### src/rtl/sdram_port_arbiter_if.sv
// Bundle between the SDRAM port arbiter and its three requesters
// (VGA line fill, CPU, DMA) plus the SDRAM controller command port.
// Ports: vga_*  VGA burst-read requester side
//        cpu_*  CPU single-word requester side
//        dma_*  DMA burst-write requester side
//        mem_*  SDRAM controller command/data side
//        dbg_owner  current owner (0 none, 1 VGA, 2 CPU, 3 DMA)
// Modports: slave = arbiter, master = requesters and controller.
interface sdram_port_arbiter_if #(
   parameter int ADDR_W = 24
) ();

   logic              vga_req;
   logic [ADDR_W-1:0] vga_addr;
   logic              vga_grant;
   logic [15:0]       vga_data;
   logic              vga_valid;
   logic              vga_done;

   logic              cpu_req;
   logic              cpu_we;
   logic [ADDR_W-1:0] cpu_addr;
   logic [15:0]       cpu_wdata;
   logic [15:0]       cpu_rdata;
   logic              cpu_ack;

   logic              dma_req;
   logic [ADDR_W-1:0] dma_addr;
   logic [15:0]       dma_wdata;
   logic              dma_grant;
   logic              dma_wdata_rd;
   logic              dma_done;

   logic              mem_cmd_valid;
   logic              mem_cmd_ready;
   logic              mem_cmd_we;
   logic [ADDR_W-1:0] mem_cmd_addr;
   logic [7:0]        mem_cmd_len;
   logic [15:0]       mem_wdata;
   logic              mem_wdata_rd;
   logic [15:0]       mem_rdata;
   logic              mem_rvalid;
   logic              mem_done;

   logic [1:0]        dbg_owner;

   modport slave (
      input  vga_req, vga_addr,
      input  cpu_req, cpu_we, cpu_addr, cpu_wdata,
      input  dma_req, dma_addr, dma_wdata,
      input  mem_cmd_ready, mem_wdata_rd,
      input  mem_rdata, mem_rvalid, mem_done,
      output vga_grant, vga_data, vga_valid, vga_done,
      output cpu_rdata, cpu_ack,
      output dma_grant, dma_wdata_rd, dma_done,
      output mem_cmd_valid, mem_cmd_we,
      output mem_cmd_addr, mem_cmd_len, mem_wdata,
      output dbg_owner
   );

   modport master (
      output vga_req, vga_addr,
      output cpu_req, cpu_we, cpu_addr, cpu_wdata,
      output dma_req, dma_addr, dma_wdata,
      output mem_cmd_ready, mem_wdata_rd,
      output mem_rdata, mem_rvalid, mem_done,
      input  vga_grant, vga_data, vga_valid, vga_done,
      input  cpu_rdata, cpu_ack,
      input  dma_grant, dma_wdata_rd, dma_done,
      input  mem_cmd_valid, mem_cmd_we,
      input  mem_cmd_addr, mem_cmd_len, mem_wdata,
      input  dbg_owner
   );

endinterface

### src/rtl/sdram_port_arbiter.sv
// Shares one SDRAM controller command port between VGA (strict
// priority burst reads), CPU (single word) and DMA (burst writes).
// Ports: clk_sys  system clock
//        rst      asynchronous active-high reset
//        bus      requester + controller bundle (slave side)
// CPU and DMA alternate round-robin; one command in flight at a time.
module sdram_port_arbiter #(
   parameter int BURST_LEN = 128,
   parameter int ADDR_W    = 24
) (
   input logic                  clk_sys,
   input logic                  rst,
   sdram_port_arbiter_if.slave  bus
);

   typedef enum logic [1:0] {
      IDLE,
      ISSUE,
      XFER,
      RELEASE
   } state_t;

   localparam logic [1:0] OWN_NONE = 2'd0;
   localparam logic [1:0] OWN_VGA  = 2'd1;
   localparam logic [1:0] OWN_CPU  = 2'd2;
   localparam logic [1:0] OWN_DMA  = 2'd3;
   localparam logic [7:0] BLEN     = 8'(BURST_LEN);

   state_t     state;
   logic [1:0] owner;
   logic [1:0] pick;
   logic       rr_dma;
   logic       own_vga;
   logic       own_cpu;
   logic       own_dma;

   // rr_dma set means DMA is favoured when CPU and DMA both ask.
   always_comb begin
      pick = OWN_NONE;
      if (bus.vga_req)
         pick = OWN_VGA;
      else if (bus.cpu_req && bus.dma_req)
         pick = rr_dma ? OWN_DMA : OWN_CPU;
      else if (bus.cpu_req)
         pick = OWN_CPU;
      else if (bus.dma_req)
         pick = OWN_DMA;
   end

   always_ff @(posedge clk_sys or posedge rst) begin
      if (rst) begin
         state             <= IDLE;
         owner             <= OWN_NONE;
         rr_dma            <= 1'b0;
         bus.vga_grant     <= 1'b0;
         bus.dma_grant     <= 1'b0;
         bus.mem_cmd_valid <= 1'b0;
         bus.mem_cmd_we    <= 1'b0;
         bus.mem_cmd_addr  <= '0;
         bus.mem_cmd_len   <= '0;
         bus.cpu_rdata     <= '0;
      end else begin
         if (own_cpu && bus.mem_rvalid)
            bus.cpu_rdata <= bus.mem_rdata;
         unique case (state)
            IDLE: begin
               if (pick != OWN_NONE) begin
                  state             <= ISSUE;
                  owner             <= pick;
                  bus.mem_cmd_valid <= 1'b1;
                  unique case (pick)
                     OWN_VGA: begin
                        bus.mem_cmd_we   <= 1'b0;
                        bus.mem_cmd_addr <= bus.vga_addr;
                        bus.mem_cmd_len  <= BLEN;
                        bus.vga_grant    <= 1'b1;
                     end
                     OWN_CPU: begin
                        bus.mem_cmd_we   <= bus.cpu_we;
                        bus.mem_cmd_addr <= bus.cpu_addr;
                        bus.mem_cmd_len  <= 8'd1;
                        rr_dma           <= 1'b1;
                     end
                     OWN_DMA: begin
                        bus.mem_cmd_we   <= 1'b1;
                        bus.mem_cmd_addr <= bus.dma_addr;
                        bus.mem_cmd_len  <= BLEN;
                        bus.dma_grant    <= 1'b1;
                        rr_dma           <= 1'b0;
                     end
                     default: ;
                  endcase
               end
            end
            ISSUE: begin
               if (bus.mem_cmd_ready) begin
                  bus.mem_cmd_valid <= 1'b0;
                  state             <= XFER;
               end
            end
            XFER: begin
               // Ownership ends with done so the RELEASE cycle
               // ignores any stray controller strobes.
               if (bus.mem_done) begin
                  state         <= RELEASE;
                  owner         <= OWN_NONE;
                  bus.vga_grant <= 1'b0;
                  bus.dma_grant <= 1'b0;
               end
            end
            RELEASE: state <= IDLE;
            default: state <= IDLE;
         endcase
      end
   end

   assign own_vga = (owner == OWN_VGA);
   assign own_cpu = (owner == OWN_CPU);
   assign own_dma = (owner == OWN_DMA);

   assign bus.dbg_owner    = owner;
   assign bus.vga_data     = own_vga ? bus.mem_rdata : 16'h0;
   assign bus.vga_valid    = own_vga & bus.mem_rvalid;
   assign bus.vga_done     = own_vga & bus.mem_done;
   assign bus.cpu_ack      = own_cpu & bus.mem_done;
   assign bus.dma_done     = own_dma & bus.mem_done;
   assign bus.dma_wdata_rd = own_dma & bus.mem_wdata_rd;

   always_comb begin
      bus.mem_wdata = 16'h0;
      unique case (1'b1)
         own_cpu: bus.mem_wdata = bus.cpu_wdata;
         own_dma: bus.mem_wdata = bus.dma_wdata;
         default: bus.mem_wdata = 16'h0;
      endcase
   end

endmodule

### src/flat_wrapper.sv
// flat-port wrapper written by rule: the top's interface ports become plain ports
module sdram_port_arbiter_flat 
#(
   parameter int BURST_LEN = 128,
   parameter int ADDR_W    = 24
)
  (clk_sys, rst, bus_vga_req, bus_vga_addr, bus_cpu_req, bus_cpu_we, bus_cpu_addr, bus_cpu_wdata, bus_dma_req, bus_dma_addr, bus_dma_wdata, bus_mem_cmd_ready, bus_mem_wdata_rd, bus_mem_rdata, bus_mem_rvalid, bus_mem_done, bus_vga_grant, bus_vga_data, bus_vga_valid, bus_vga_done, bus_cpu_rdata, bus_cpu_ack, bus_dma_grant, bus_dma_wdata_rd, bus_dma_done, bus_mem_cmd_valid, bus_mem_cmd_we, bus_mem_cmd_addr, bus_mem_cmd_len, bus_mem_wdata, bus_dbg_owner);
  sdram_port_arbiter_if #(.ADDR_W(ADDR_W)) bus_i ();
  input logic clk_sys;
  input logic rst;
  input wire logic [$bits(bus_i.vga_req)-1:0] bus_vga_req;
  input wire logic [$bits(bus_i.vga_addr)-1:0] bus_vga_addr;
  input wire logic [$bits(bus_i.cpu_req)-1:0] bus_cpu_req;
  input wire logic [$bits(bus_i.cpu_we)-1:0] bus_cpu_we;
  input wire logic [$bits(bus_i.cpu_addr)-1:0] bus_cpu_addr;
  input wire logic [$bits(bus_i.cpu_wdata)-1:0] bus_cpu_wdata;
  input wire logic [$bits(bus_i.dma_req)-1:0] bus_dma_req;
  input wire logic [$bits(bus_i.dma_addr)-1:0] bus_dma_addr;
  input wire logic [$bits(bus_i.dma_wdata)-1:0] bus_dma_wdata;
  input wire logic [$bits(bus_i.mem_cmd_ready)-1:0] bus_mem_cmd_ready;
  input wire logic [$bits(bus_i.mem_wdata_rd)-1:0] bus_mem_wdata_rd;
  input wire logic [$bits(bus_i.mem_rdata)-1:0] bus_mem_rdata;
  input wire logic [$bits(bus_i.mem_rvalid)-1:0] bus_mem_rvalid;
  input wire logic [$bits(bus_i.mem_done)-1:0] bus_mem_done;
  output wire logic [$bits(bus_i.vga_grant)-1:0] bus_vga_grant;
  output wire logic [$bits(bus_i.vga_data)-1:0] bus_vga_data;
  output wire logic [$bits(bus_i.vga_valid)-1:0] bus_vga_valid;
  output wire logic [$bits(bus_i.vga_done)-1:0] bus_vga_done;
  output wire logic [$bits(bus_i.cpu_rdata)-1:0] bus_cpu_rdata;
  output wire logic [$bits(bus_i.cpu_ack)-1:0] bus_cpu_ack;
  output wire logic [$bits(bus_i.dma_grant)-1:0] bus_dma_grant;
  output wire logic [$bits(bus_i.dma_wdata_rd)-1:0] bus_dma_wdata_rd;
  output wire logic [$bits(bus_i.dma_done)-1:0] bus_dma_done;
  output wire logic [$bits(bus_i.mem_cmd_valid)-1:0] bus_mem_cmd_valid;
  output wire logic [$bits(bus_i.mem_cmd_we)-1:0] bus_mem_cmd_we;
  output wire logic [$bits(bus_i.mem_cmd_addr)-1:0] bus_mem_cmd_addr;
  output wire logic [$bits(bus_i.mem_cmd_len)-1:0] bus_mem_cmd_len;
  output wire logic [$bits(bus_i.mem_wdata)-1:0] bus_mem_wdata;
  output wire logic [$bits(bus_i.dbg_owner)-1:0] bus_dbg_owner;
  assign bus_i.vga_req = bus_vga_req;
  assign bus_i.vga_addr = bus_vga_addr;
  assign bus_i.cpu_req = bus_cpu_req;
  assign bus_i.cpu_we = bus_cpu_we;
  assign bus_i.cpu_addr = bus_cpu_addr;
  assign bus_i.cpu_wdata = bus_cpu_wdata;
  assign bus_i.dma_req = bus_dma_req;
  assign bus_i.dma_addr = bus_dma_addr;
  assign bus_i.dma_wdata = bus_dma_wdata;
  assign bus_i.mem_cmd_ready = bus_mem_cmd_ready;
  assign bus_i.mem_wdata_rd = bus_mem_wdata_rd;
  assign bus_i.mem_rdata = bus_mem_rdata;
  assign bus_i.mem_rvalid = bus_mem_rvalid;
  assign bus_i.mem_done = bus_mem_done;
  assign bus_vga_grant = bus_i.vga_grant;
  assign bus_vga_data = bus_i.vga_data;
  assign bus_vga_valid = bus_i.vga_valid;
  assign bus_vga_done = bus_i.vga_done;
  assign bus_cpu_rdata = bus_i.cpu_rdata;
  assign bus_cpu_ack = bus_i.cpu_ack;
  assign bus_dma_grant = bus_i.dma_grant;
  assign bus_dma_wdata_rd = bus_i.dma_wdata_rd;
  assign bus_dma_done = bus_i.dma_done;
  assign bus_mem_cmd_valid = bus_i.mem_cmd_valid;
  assign bus_mem_cmd_we = bus_i.mem_cmd_we;
  assign bus_mem_cmd_addr = bus_i.mem_cmd_addr;
  assign bus_mem_cmd_len = bus_i.mem_cmd_len;
  assign bus_mem_wdata = bus_i.mem_wdata;
  assign bus_dbg_owner = bus_i.dbg_owner;
  sdram_port_arbiter #(.BURST_LEN(BURST_LEN), .ADDR_W(ADDR_W)) u_core (.clk_sys(clk_sys), .rst(rst), .bus(bus_i));
endmodule
### config.mk
export PLATFORM = sky130hd
export DESIGN_NAME = sdram_port_arbiter_flat
export DESIGN_NICKNAME = d
export VERILOG_FILES = /design/src/rtl/sdram_port_arbiter_if.sv /design/src/rtl/sdram_port_arbiter.sv /design/src/flat_wrapper.sv
export SDC_FILE = /design/constraint.sdc
export NUM_CORES = 1
export LEC_CHECK = 0
export BUFFER_PORTS_ARGS = -buffer_cell sky130_fd_sc_hd__buf_2
export CAP_MARGIN = 0
export CORE_UTILIZATION = 40
export CTS_CLUSTER_DIAMETER = 100
export DETAILED_ROUTE_END_ITERATION = 6
export MAX_ROUTING_LAYER = met4
export PLACE_DENSITY = 0.88
export SYNTH_ARGS = -nofsm -noshare
export SYNTH_HDL_FRONTEND = slang
export SYNTH_SLANG_ARGS = --single-unit
### constraint.sdc
create_clock -name clk_sys -period 2 [get_ports clk_sys]
set_input_delay 0.2 -clock clk_sys [delete_from_list [all_inputs] [get_ports clk_sys]]
set_output_delay 0.2 -clock clk_sys [all_outputs]
set_load 0.03 [all_outputs]
==> results of run 1 <==
[layout make-up]
| cell class | count | share of cell area |
|---|---|---|
| Tap cell | 96 | 0.0290 |
| Clock inverter | 2 | 0.0145 |
| Antenna cell | 1 | 0.000605 |
| Clock buffer | 6 | 0.0175 |
| Inverter | 8 | 0.00726 |
| Sequential cell | 51 | 0.309 |
| Timing Repair Buffer | 220 | 0.277 |
| Multi-Input combinational cell | 196 | 0.346 |
[timing repair]
action / 4_1_cts / 5_1_grt
endpoints found under the setup margin: 0 / 3
resized for setup: 0 / 1
hold buffers: 1 / 0
endpoints found under the hold margin: 17 / 0
[sequential cells by signal, summed over array words and instances, names as in the netlist]
register                  count
u_core.bus.dma_grant          1
u_core.bus.vga_grant          1
u_core.bus.cpu_rdata         16
u_core.bus.mem_cmd_addr      24
u_core.bus.mem_cmd_valid      1
u_core.rr_dma                 1
u_core.state                  2
u_core.bus.mem_cmd_len        2
u_core.bus.mem_cmd_we         1
u_core.bus.dbg_owner          2
[path summary, 6_finish.rpt]
path / from / to / slack (ns) / cells past startpoint
worst max-delay path: u_core.rr_dma / u_core.bus.mem_cmd_addr[20] / 0.13 / 3
worst min-delay path: bus_mem_rdata[5] / u_core.bus.cpu_rdata[5] / 0.13 / 2
worst max register to register: u_core.rr_dma / u_core.bus.mem_cmd_addr[20] / 0.13 / 3
worst min register to register: u_core.bus.cpu_rdata[15] / u_core.bus.cpu_rdata[15] / 0.49 / 1
max in group asynchronous: rst / u_core.bus.cpu_rdata[0] / 1.05 / 4
min in group asynchronous: rst / u_core.bus.mem_cmd_addr[19] / 0.42 / 3
[worst reg2reg max path, cell delays in order (launching register included)]
cell	delay, ns
dfrtp_1	0.47
a21oi_2	0.87
a222oi_1	0.23
a21oi_1	0.23
[cells by family (layout without fill, tap and decap cells)]
| logic type | after synthesis | count (layout) |
|---|---|---|
| and+or+nand+nor | 79 | 79 |
| AOI/OAI and AO/OA | 73 | 73 |
| muxes | 35 | 35 |
| buffers and inverters | 34 | 236 |
| DFF | 51 | 51 |
| adders and majority gates | 3 | 3 |
| other | 1 | 7 |
[through the flow]
step	util	total power, mW	hold slack [ns]	setup slack [ns]
after detailed placement	0.580	5.78	0.221	0.165
after global routing	0.602	6.98	0.121	0.0372
after CTS	0.601	6.63	0.118	0.0737
after floorplan	-	4.64	0.332	0.255
after global placement	0.580	5.66	0.213	0.250
final	0.602	6.59	0.127	0.133
[synth_stat cells (3+ instances only)]
library cell,count
buf_2,8
buf_4,10
dfrtp_1,51
nand2_1,5
nor2b_1,19
inv_1,6
o21ai_0,3
nand2b_1,3
nor2_1,27
ha_1,3
mux2_1,17
a222oi_1,24
mux2i_1,18
and2_1,17
a21oi_1,31
clkbuf_1,5
[routing by layer]
metal | vias to the layer above | share of wire | global-route usage
li1 | 1412 | - | -
met1 | 1366 | 0.38 | 0.260
met2 | 186 | 0.52 | 0.409
met3 | 19 | 0.071 | 0.0352
met4 | 0 | 0.026 | 0.0985
met5 | - | 0 | -
[power by group through the flow]
stage / registers [mW] / logic, mW / clock network, mW
5_1_grt: 1.95 / 4.12 / 0.905
3_3_place_gp: 1.87 / 3.79 / 0
3_5_place_dp: 1.89 / 3.89 / 0
2_1_floorplan: 2.84 / 1.80 / 0
4_1_cts: 1.89 / 3.88 / 0.859
6_report: 1.89 / 3.86 / 0.836
==> impl_metrics.py, run 1 <==
metrics = {
    "status": {
        "status": "finished, final reports clean",
    },
    "clocking": {
        "clk-insertion-delay-late_ns": 0.31,
        "clock_sinks": 51,
        "htreeDepth": 2,
        "clk_pin_slew_ns": 0.10,
        "cts_setup_buffers": 0,
        "cts_tree": "done",
        "numCtsBuffers": 5,
        "clockRootBuffer": "clkbuf_8",
        "cts_buffer_depth": 2,
    },
    "die": {
        "initial_utilization": 0.417,
        "die_w_um": 86.6,
        "io-pin-count": 221,
        "row_count": 30,
        "die_height_um": 86.6,
        "dieArea_sq_mm": 0.00751,
        "core_area_sq_mm": 0.00687,
    },
    "cells_and_area": {
        "stdcell_area_sq_mm": 0.00414,
        "nNetsFinal": 615,
        "regArea_sq_mm": 0.00128,
        "finalNonFillerCells": 580,
        "syn2layout_area_growth_pct": 44.3,
        "nFillCells": 582,
        "final_layout_size_suffix_gt1_frac": 0.493,
        "final_common_cell": "buf_2",
        "multi_input_area_sq_mm": 0.00143,
        "layout_common_cells": "buf_2 (214), dfrtp_1 (51), a21oi_1 (31)",
    },
    "min_path": {
        "hp-class": "input port to flip-flop",
    },
    "yosys": {
        "synth_top_family_by_area": "compound AO/OA/AOI/OAI gates",
        "synth_area_leaders": "dfrtp_1 (45%), a222oi_1 (8.4%), mux2_1 (6.7%)",
        "yosys.area.top_type": "dfrtp_1",
        "ys_ff_latch": 51,
        "yosys.area_share.adder": 0.0131,
        "yosys.cell_types.count": 38,
        "yosys.area_share.simple": 0.154,
        "synth_area_per_cell_sq_um": 10.4,
        "async_reset_ff_frac": 1.00,
        "synth_area_sq_mm": 0.00287,
        "synthFlopType": "dfrtp_1",
        "synth_cells": 276,
        "ys_seq_area_frac": 0.445,
        "synthMuxAreaShare": 0.130,
        "synthDominantCellAreaShare": 0.445,
        "synth_compound_area_frac": 0.190,
        "synth_warnings": 0,
        "synth_edf_count": 0,
        "synthXorXnorAreaFrac": 0,
    },
    "global_routing": {
        "gr-total-overflow": 0,
        "grtUsageTotal": 0.231,
        "antenna_found_initial": 1,
        "grt_pass1_vias": 2838,
        "grt_first_pass_wirelength_um": 13200,
        "grt_max_degree": 49,
    },
    "routing": {
        "drtPass1Iterations": 5,
        "drt_iter0_markers": 167,
        "drc_errors": 0,
        "wirelength_um": 8690,
        "antenna_left": 0,
        "viasPerCell": 5.14,
        "vias": 2983,
        "wire_per_inst_um": 15.0,
    },
    "setup_path": {
        "worstPathArrival_ns": 2.10,
        "required_ns": 2.23,
        "crit_fanout": 24,
        "cp_num_buf_inv": 0,
        "critPathTopFamily": "compound AO/OA/AOI/OAI gates",
        "crit_type": "flip-flop to flip-flop",
        "slowest_delay_ns": 0.87,
        "endpoint_kind": "flip-flop",
        "cp_cell_sequence": "a21oi_2 > a222oi_1 > a21oi_1",
        "start_kind": "flip-flop",
        "crit_slowest_cell": "a21oi_2",
    },
    "sta": {
        "hold_viol": 0,
        "fmax_ghz": 0.536,
        "fin_tns_setup_ns": 0,
        "grt_setup_unrepaired": "no",
        "post-route-min-period_ns": 1.87,
        "relSlewSlack": 0.285,
        "setup_viol_count_final": 0,
        "slew_violations": 0,
        "timing.final.crit_share": 0.933,
        "fin_skew_ns": 0.00914,
        "worstMarginPinSlew_ns": 1.07,
    },
    "placed_design": {
        "port_buffers": 214,
        "dp_cells": 570,
        "placedInstanceArea_sq_mm": 0.00399,
        "routabilityCongestion": 0.850,
        "dpl.hpwl_um": 6860,
    },
    "power": {
        "seqPwrFrac": 0.287,
        "vdd_drop_max_v": 0.000810,
        "power.density_mw_per_mm2": 1590,
        "power.switching_mw": 3.22,
        "swShare": 0.489,
        "intPower_mw": 3.36,
        "p_leak_nw": 2.13,
        "clockPowerShare": 0.127,
        "comb_power_share": 0.586,
    },
    "flow_run": {
        "maxCapViolations": 0,
    },
}
No activity file was read; power rests on OpenSTA's default activity.
==> inputs of run 2 (changes only) <==
--- a/config.mk
+++ b/config.mk
@@ -7,11 +7,12 @@
 export LEC_CHECK = 0
 export BUFFER_PORTS_ARGS = -buffer_cell sky130_fd_sc_hd__buf_2
 export CAP_MARGIN = 0
-export CORE_UTILIZATION = 40
+export CORE_UTILIZATION = 36
 export CTS_CLUSTER_DIAMETER = 100
 export DETAILED_ROUTE_END_ITERATION = 6
+export HOLD_SLACK_MARGIN = 0.1
 export MAX_ROUTING_LAYER = met4
-export PLACE_DENSITY = 0.88
+export PLACE_DENSITY = 0.84
 export SYNTH_ARGS = -nofsm -noshare
 export SYNTH_HDL_FRONTEND = slang
 export SYNTH_SLANG_ARGS = --single-unit
==> constraint.sdc (replaced) <==
create_clock -name clk_sys -period 1.52 [get_ports clk_sys]
set_input_delay 0.152 -clock clk_sys [delete_from_list [all_inputs] [get_ports clk_sys]]
set_output_delay 0.152 -clock clk_sys [all_outputs]
set_load 0.03 [all_outputs]
==> impl_metrics.py, run 2 (synthesized netlist as in run 1, its figures left out) <==
metrics = {
    "status": {
        "status": "finished with violations",
        "violations": "negative setup slack",
    },
    "cells_and_area": {
        "largest_reg_flops": 24,
        "final_common_cell": "buf_2",
        "reg_top3": "u_core.bus.mem_cmd_addr x24, u_core.bus.cpu_rdata x16",
        "regMostFlops": "u_core.bus.mem_cmd_addr",
        "final_layout_size_suffix_gt1_frac": 0.558,
        "stdcell_area_sq_mm": 0.00472,
        "syn2layout_area_growth_pct": 64.6,
        "layout_common_cells": "buf_2 (184), dfrtp_1 (49), a21oi_1 (31)",
        "nNetsFinal": 650,
    },
    "placed_design": {
        "placedInstanceArea_sq_mm": 0.00413,
        "dpl_worst_slack_ns": -0.357,
        "dpl.hpwl_um": 6650,
        "port_buffers": 214,
        "routabilityCongestion": 0.794,
    },
    "clocking": {
        "htreeDepth": 2,
        "clk_pin_slew_ns": 0.10,
        "clk-insertion-delay-late_ns": 0.31,
        "clock_sinks": 51,
        "cts_tree": "done",
        "numCtsBuffers": 5,
        "clockRootBuffer": "clkbuf_8",
        "cts_buffer_depth": 2,
    },
    "sta": {
        "setup_ws_ns": -0.00596,
        "timing.final.crit_share": 1.00,
        "fin_skew_ns": 0.00508,
        "grt_setup_unrepaired": "yes",
        "post-route-min-period_ns": 1.53,
        "hold_viol": 0,
        "fin_hold_ws_ns": 0.139,
        "fmax_ghz": 0.655,
        "setup_viol_count_final": 2,
        "slew_violations": 0,
        "relSlewSlack": 0.621,
        "worstMarginPinSlew_ns": 0.568,
        "fin_tns_setup_ns": -0.00612,
    },
    "power": {
        "power.density_mw_per_mm2": 1980,
        "vdd_drop_max_v": 0.000786,
        "total_power_mw": 9.32,
        "p_leak_nw": 2.33,
    },
    "die": {
        "die_height_um": 91.2,
        "row_count": 32,
        "initial_utilization": 0.371,
        "io-pin-count": 221,
        "die_w_um": 91.2,
        "dieArea_sq_mm": 0.00832,
        "core_area_sq_mm": 0.00773,
    },
    "min_path": {
        "hp-class": "input port to flip-flop",
        "hold_path.startpoint": "bus_dma_addr[7]",
    },
    "global_routing": {
        "grt_first_pass_wirelength_um": 13900,
        "grt_max_degree": 49,
        "grt_pass1_vias": 3016,
        "grtUsageTotal": 0.218,
        "antenna_found_initial": 1,
        "gr-total-overflow": 0,
    },
    "setup_path": {
        "critPathTopFamily": "flip-flops",
        "cp_cell_sequence": "buf_12 > mux2i_4 > nor2b_2 > buf_6",
        "rr_startpoint": "u_core.state[0]",
        "reg2reg_slack_ns": 0.04,
        "start_kind": "flip-flop",
        "endpoint_kind": "primary output",
        "crit_slowest_cell": "dfrtp_2",
        "r2r_cells": 6,
        "crit_fanout": 14,
        "worstPathArrival_ns": 1.37,
        "crit_type": "flip-flop to primary output",
        "worst-path-stages": 4,
        "rr_endpoint": "u_core.state[1]",
        "required_ns": 1.37,
        "endpoint": "bus_mem_wdata[5]",
        "cp_num_buf_inv": 2,
        "slowest_delay_ns": 0.46,
        "crit_start": "u_core.bus.dbg_owner[0]",
    },
    "routing": {
        "drt_iter0_markers": 245,
        "drtPass1Iterations": 5,
        "wire_per_inst_um": 15.7,
        "wirelength_um": 9730,
        "vias": 3185,
        "viasPerCell": 5.13,
        "drc_errors": 0,
        "antenna_left": 0,
    },
    "flow_run": {
        "maxCapViolations": 0,
    },
}
-- run 2: worst min-delay path by stage --
stage                             endpoint  slack, ns  cells past startpoint
3_5_place_dp   u_core.bus.mem_cmd_addr[14]       0.24                      2
4_1_cts         u_core.bus.mem_cmd_addr[7]       0.14                      3
3_3_place_gp   u_core.bus.mem_cmd_addr[17]       0.23                      2
6_report        u_core.bus.mem_cmd_addr[7]       0.14                      3
2_1_floorplan      u_core.bus.cpu_rdata[4]       0.28                      1
5_1_grt        u_core.bus.mem_cmd_addr[14]       0.15                      3
-- run 2: per-layer routing --
layer / global-route usage / vias up / part of all wire
met1: 0.234 / 1507 / 0.38
met3: 0.0444 / 14 / 0.069
met4: 0.0741 / 0 / 0.016
met2: 0.398 / 176 / 0.53
met5: - / - / 0
li1: - / 1488 / -
-- run 2: power breakdown --
part / internal [mW] / total [mW] / switching (mW)
Clock: 0.326 / 0.809 / 0.484
Combinational: 2.37 / 6.00 / 3.63
Sequential: 2.06 / 2.51 / 0.455
-- run 2: final cells by class --
type                       count  area [sq um]
fill                         632          3010
timing repair buffer         253          1600
multi-input combinational    198          1580
sequential                    51          1280
tap                          102           128
clock buffer                   5          68.8
inverter                       8          35.0
clock inverter                 3          18.8
antenna                        1          2.50
-- run 2: tightest hold or removal path, delay by kind of cell --
kind	cells	cell delay [ns]
buf+inv	1	0.08
compound gates	2	0.18
-- run 2: metrics by stage --
step / utilization / std cells
after floorplan: - / 281
after global placement: 0.535 / 589
after detailed placement: 0.535 / 589
after CTS: 0.584 / 616
after global routing: 0.610 / 621
final: 0.610 / 621
-- run 2: what timing repair did --
action	in CTS	in global routing
endpoints found under the hold margin	40	0
gates resized for setup	29	69
buffers inserted	3	2
hold buffers	17	0
pin swaps	3	5
setup endpoints to repair	54	59
cloned	0	2
==> inputs of run 3 (changes only) <==
==> constraint.sdc (replaced) <==
create_clock -name clk_sys -period 1.3 [get_ports clk_sys]
set_input_delay 0.13 -clock clk_sys [delete_from_list [all_inputs] [get_ports clk_sys]]
set_output_delay 0.13 -clock clk_sys [all_outputs]
set_load 0.03 [all_outputs]
==> impl_metrics.py, run 3 (synthesized netlist as in run 1, its figures left out) <==
metrics = {
    "sta": {
        "worstMarginPinSlew_ns": 0.658,
        "slew_violations": 0,
        "grt_setup_unrepaired": "yes",
        "fin_skew_ns": 0.00592,
        "setup_ws_ns": -0.312,
        "post-route-min-period_ns": 1.61,
        "setup_viol_count_final": 87,
        "timing.final.crit_share": 1.24,
        "fmax_ghz": 0.620,
        "fin_tns_setup_ns": -18.20,
        "hold_viol": 0,
        "fin_hold_ws_ns": 0.136,
        "relSlewSlack": 0.560,
    },
    "clocking": {
        "clk_pin_slew_ns": 0.09,
        "cts_buffer_depth": 2,
        "cts_tree": "done",
        "clockRootBuffer": "clkbuf_8",
        "clk-insertion-delay-late_ns": 0.29,
        "numCtsBuffers": 5,
        "htreeDepth": 2,
        "clock_sinks": 51,
    },
    "routing": {
        "antenna_left": 0,
        "viasPerCell": 5.34,
        "drc_errors": 17,
        "drt_iter0_markers": 170,
        "wirelength_um": 11600,
        "drtPass1Iterations": 7,
        "vias": 3401,
        "wire_per_inst_um": 18.2,
    },
    "cells_and_area": {
        "insertedDiodeCount": 0,
        "nNetsFinal": 668,
        "nFillCells": 538,
        "final_common_cell": "buf_2",
        "final_layout_size_suffix_gt1_frac": 0.707,
        "final_util": 0.699,
        "reg_top3": "u_core.bus.mem_cmd_addr x24, u_core.bus.cpu_rdata x16",
        "layout_common_cells": "buf_2 (175), dfrtp_1 (48), buf_6 (45)",
        "largest_reg_flops": 24,
        "stdcell_area_sq_mm": 0.00540,
        "syn2layout_area_growth_pct": 88.4,
        "finalNonFillerCells": 637,
        "regMostFlops": "u_core.bus.mem_cmd_addr",
    },
    "setup_path": {
        "crit_start": "u_core.bus.dbg_owner[0]",
        "crit_type": "flip-flop to primary output",
        "endpoint_kind": "primary output",
        "rr_startpoint": "u_core.state[1]",
        "reg2reg_slack_ns": -0.30,
        "rr_endpoint": "u_core.bus.mem_cmd_addr[6]",
        "worstPathArrival_ns": 1.48,
        "r2r_cells": 8,
        "start_kind": "flip-flop",
        "required_ns": 1.17,
        "crit_fanout": 10,
    },
    "die": {
        "row_count": 32,
        "core_area_sq_mm": 0.00773,
        "io-pin-count": 221,
        "die_w_um": 91.2,
        "die_height_um": 91.2,
        "initial_utilization": 0.371,
        "dieArea_sq_mm": 0.00832,
    },
    "placed_design": {
        "port_buffers": 214,
        "placedInstanceArea_sq_mm": 0.00430,
        "routabilityCongestion": 0.822,
        "dpl.hpwl_um": 6830,
        "dp_cells": 592,
        "dpl_worst_slack_ns": -0.479,
    },
    "min_path": {
        "hp-class": "input port to flip-flop",
        "whs_path_depth": 3,
        "hold_path_end": "u_core.bus.mem_cmd_addr[17]",
        "hold_path.startpoint": "bus_dma_addr[17]",
    },
    "global_routing": {
        "antenna_found_initial": 0,
        "gr-total-overflow": 0,
        "grt_first_pass_wirelength_um": 17200,
        "grtUsageTotal": 0.270,
        "grt_pass1_vias": 3433,
        "grt_max_degree": 28,
    },
    "flow_run": {
        "maxCapViolations": 0,
    },
    "status": {
        "status": "finished with violations",
        "violations": "design-rule violations, negative setup slack",
    },
    "power": {
        "total_power_mw": 13.1,
        "p_leak_nw": 2.59,
        "vdd_drop_max_v": 0.00124,
        "power.density_mw_per_mm2": 2430,
    },
}
run 3: cell types whose count changed in the layout (fill, tap and decap cells not counted), sizes merged:
cell / delta
buf: +17
inv: -2
diode: -1
clkbuf: +4
a21oi: -1
nor2: -1
clkinv: -1
clkinvlp: +1
run 3: per-layer routing:
layer,share of wire,GRT usage,vias to the layer above
met1,0.36,0.290,1641
li1,-,-,1518
met2,0.55,0.491,205
met5,0,-,-
met4,0.032,0.102,0
met3,0.061,0.0519,37
run 3: how the worst max path moves through the flow:
stage / endpoint / slack [ns] / depth (start not counted)
5_1_grt: u_core.bus.mem_cmd_addr[19] / -0.37 / 9
3_5_place_dp: u_core.bus.mem_cmd_addr[6] / -0.48 / 3
3_3_place_gp: u_core.bus.mem_cmd_addr[11] / -0.40 / 3
4_1_cts: u_core.bus.mem_cmd_addr[6] / -0.26 / 8
2_1_floorplan: u_core.state[1] / -0.17 / 5
6_report: bus_mem_wdata[0] / -0.31 / 4
run 3: area by class of cell:
cell class	instances	area, sq um	area share
Timing Repair Buffer	273	1990	0.369
Sequential cell	51	1280	0.237
Tap cell	102	128	0.0236
Clock buffer	6	82.6	0.0153
Inverter	8	43.8	0.00811
Clock inverter	1	5.00	0.000927
Multi-Input combinational cell	196	1870	0.346
run 3: repair_timing:
| action | 4_1_cts | 5_1_grt |
|---|---|---|
| gates resized for setup | 120 | 50 |
| hold buffers | 17 | 0 |
| cloned | 3 | 2 |
| pin swaps | 16 | 10 |
| hold endpoints to repair | 67 | 0 |
| setup buffers | 17 | 5 |
| setup endpoints to repair | 85 | 89 |
run 3: report_power, final:
part	switching [mW]	internal, mW
Sequential	0.622	2.41
Clock	0.488	0.419
Combinational	5.02	4.15
Total	6.13	6.98
run 3: critical path: stages, from the launching register on:
cell,delay (ns)
dfrtp_2,0.46
buf_12,0.18
mux2i_4,0.20
nor2b_2,0.19
buf_6,0.16
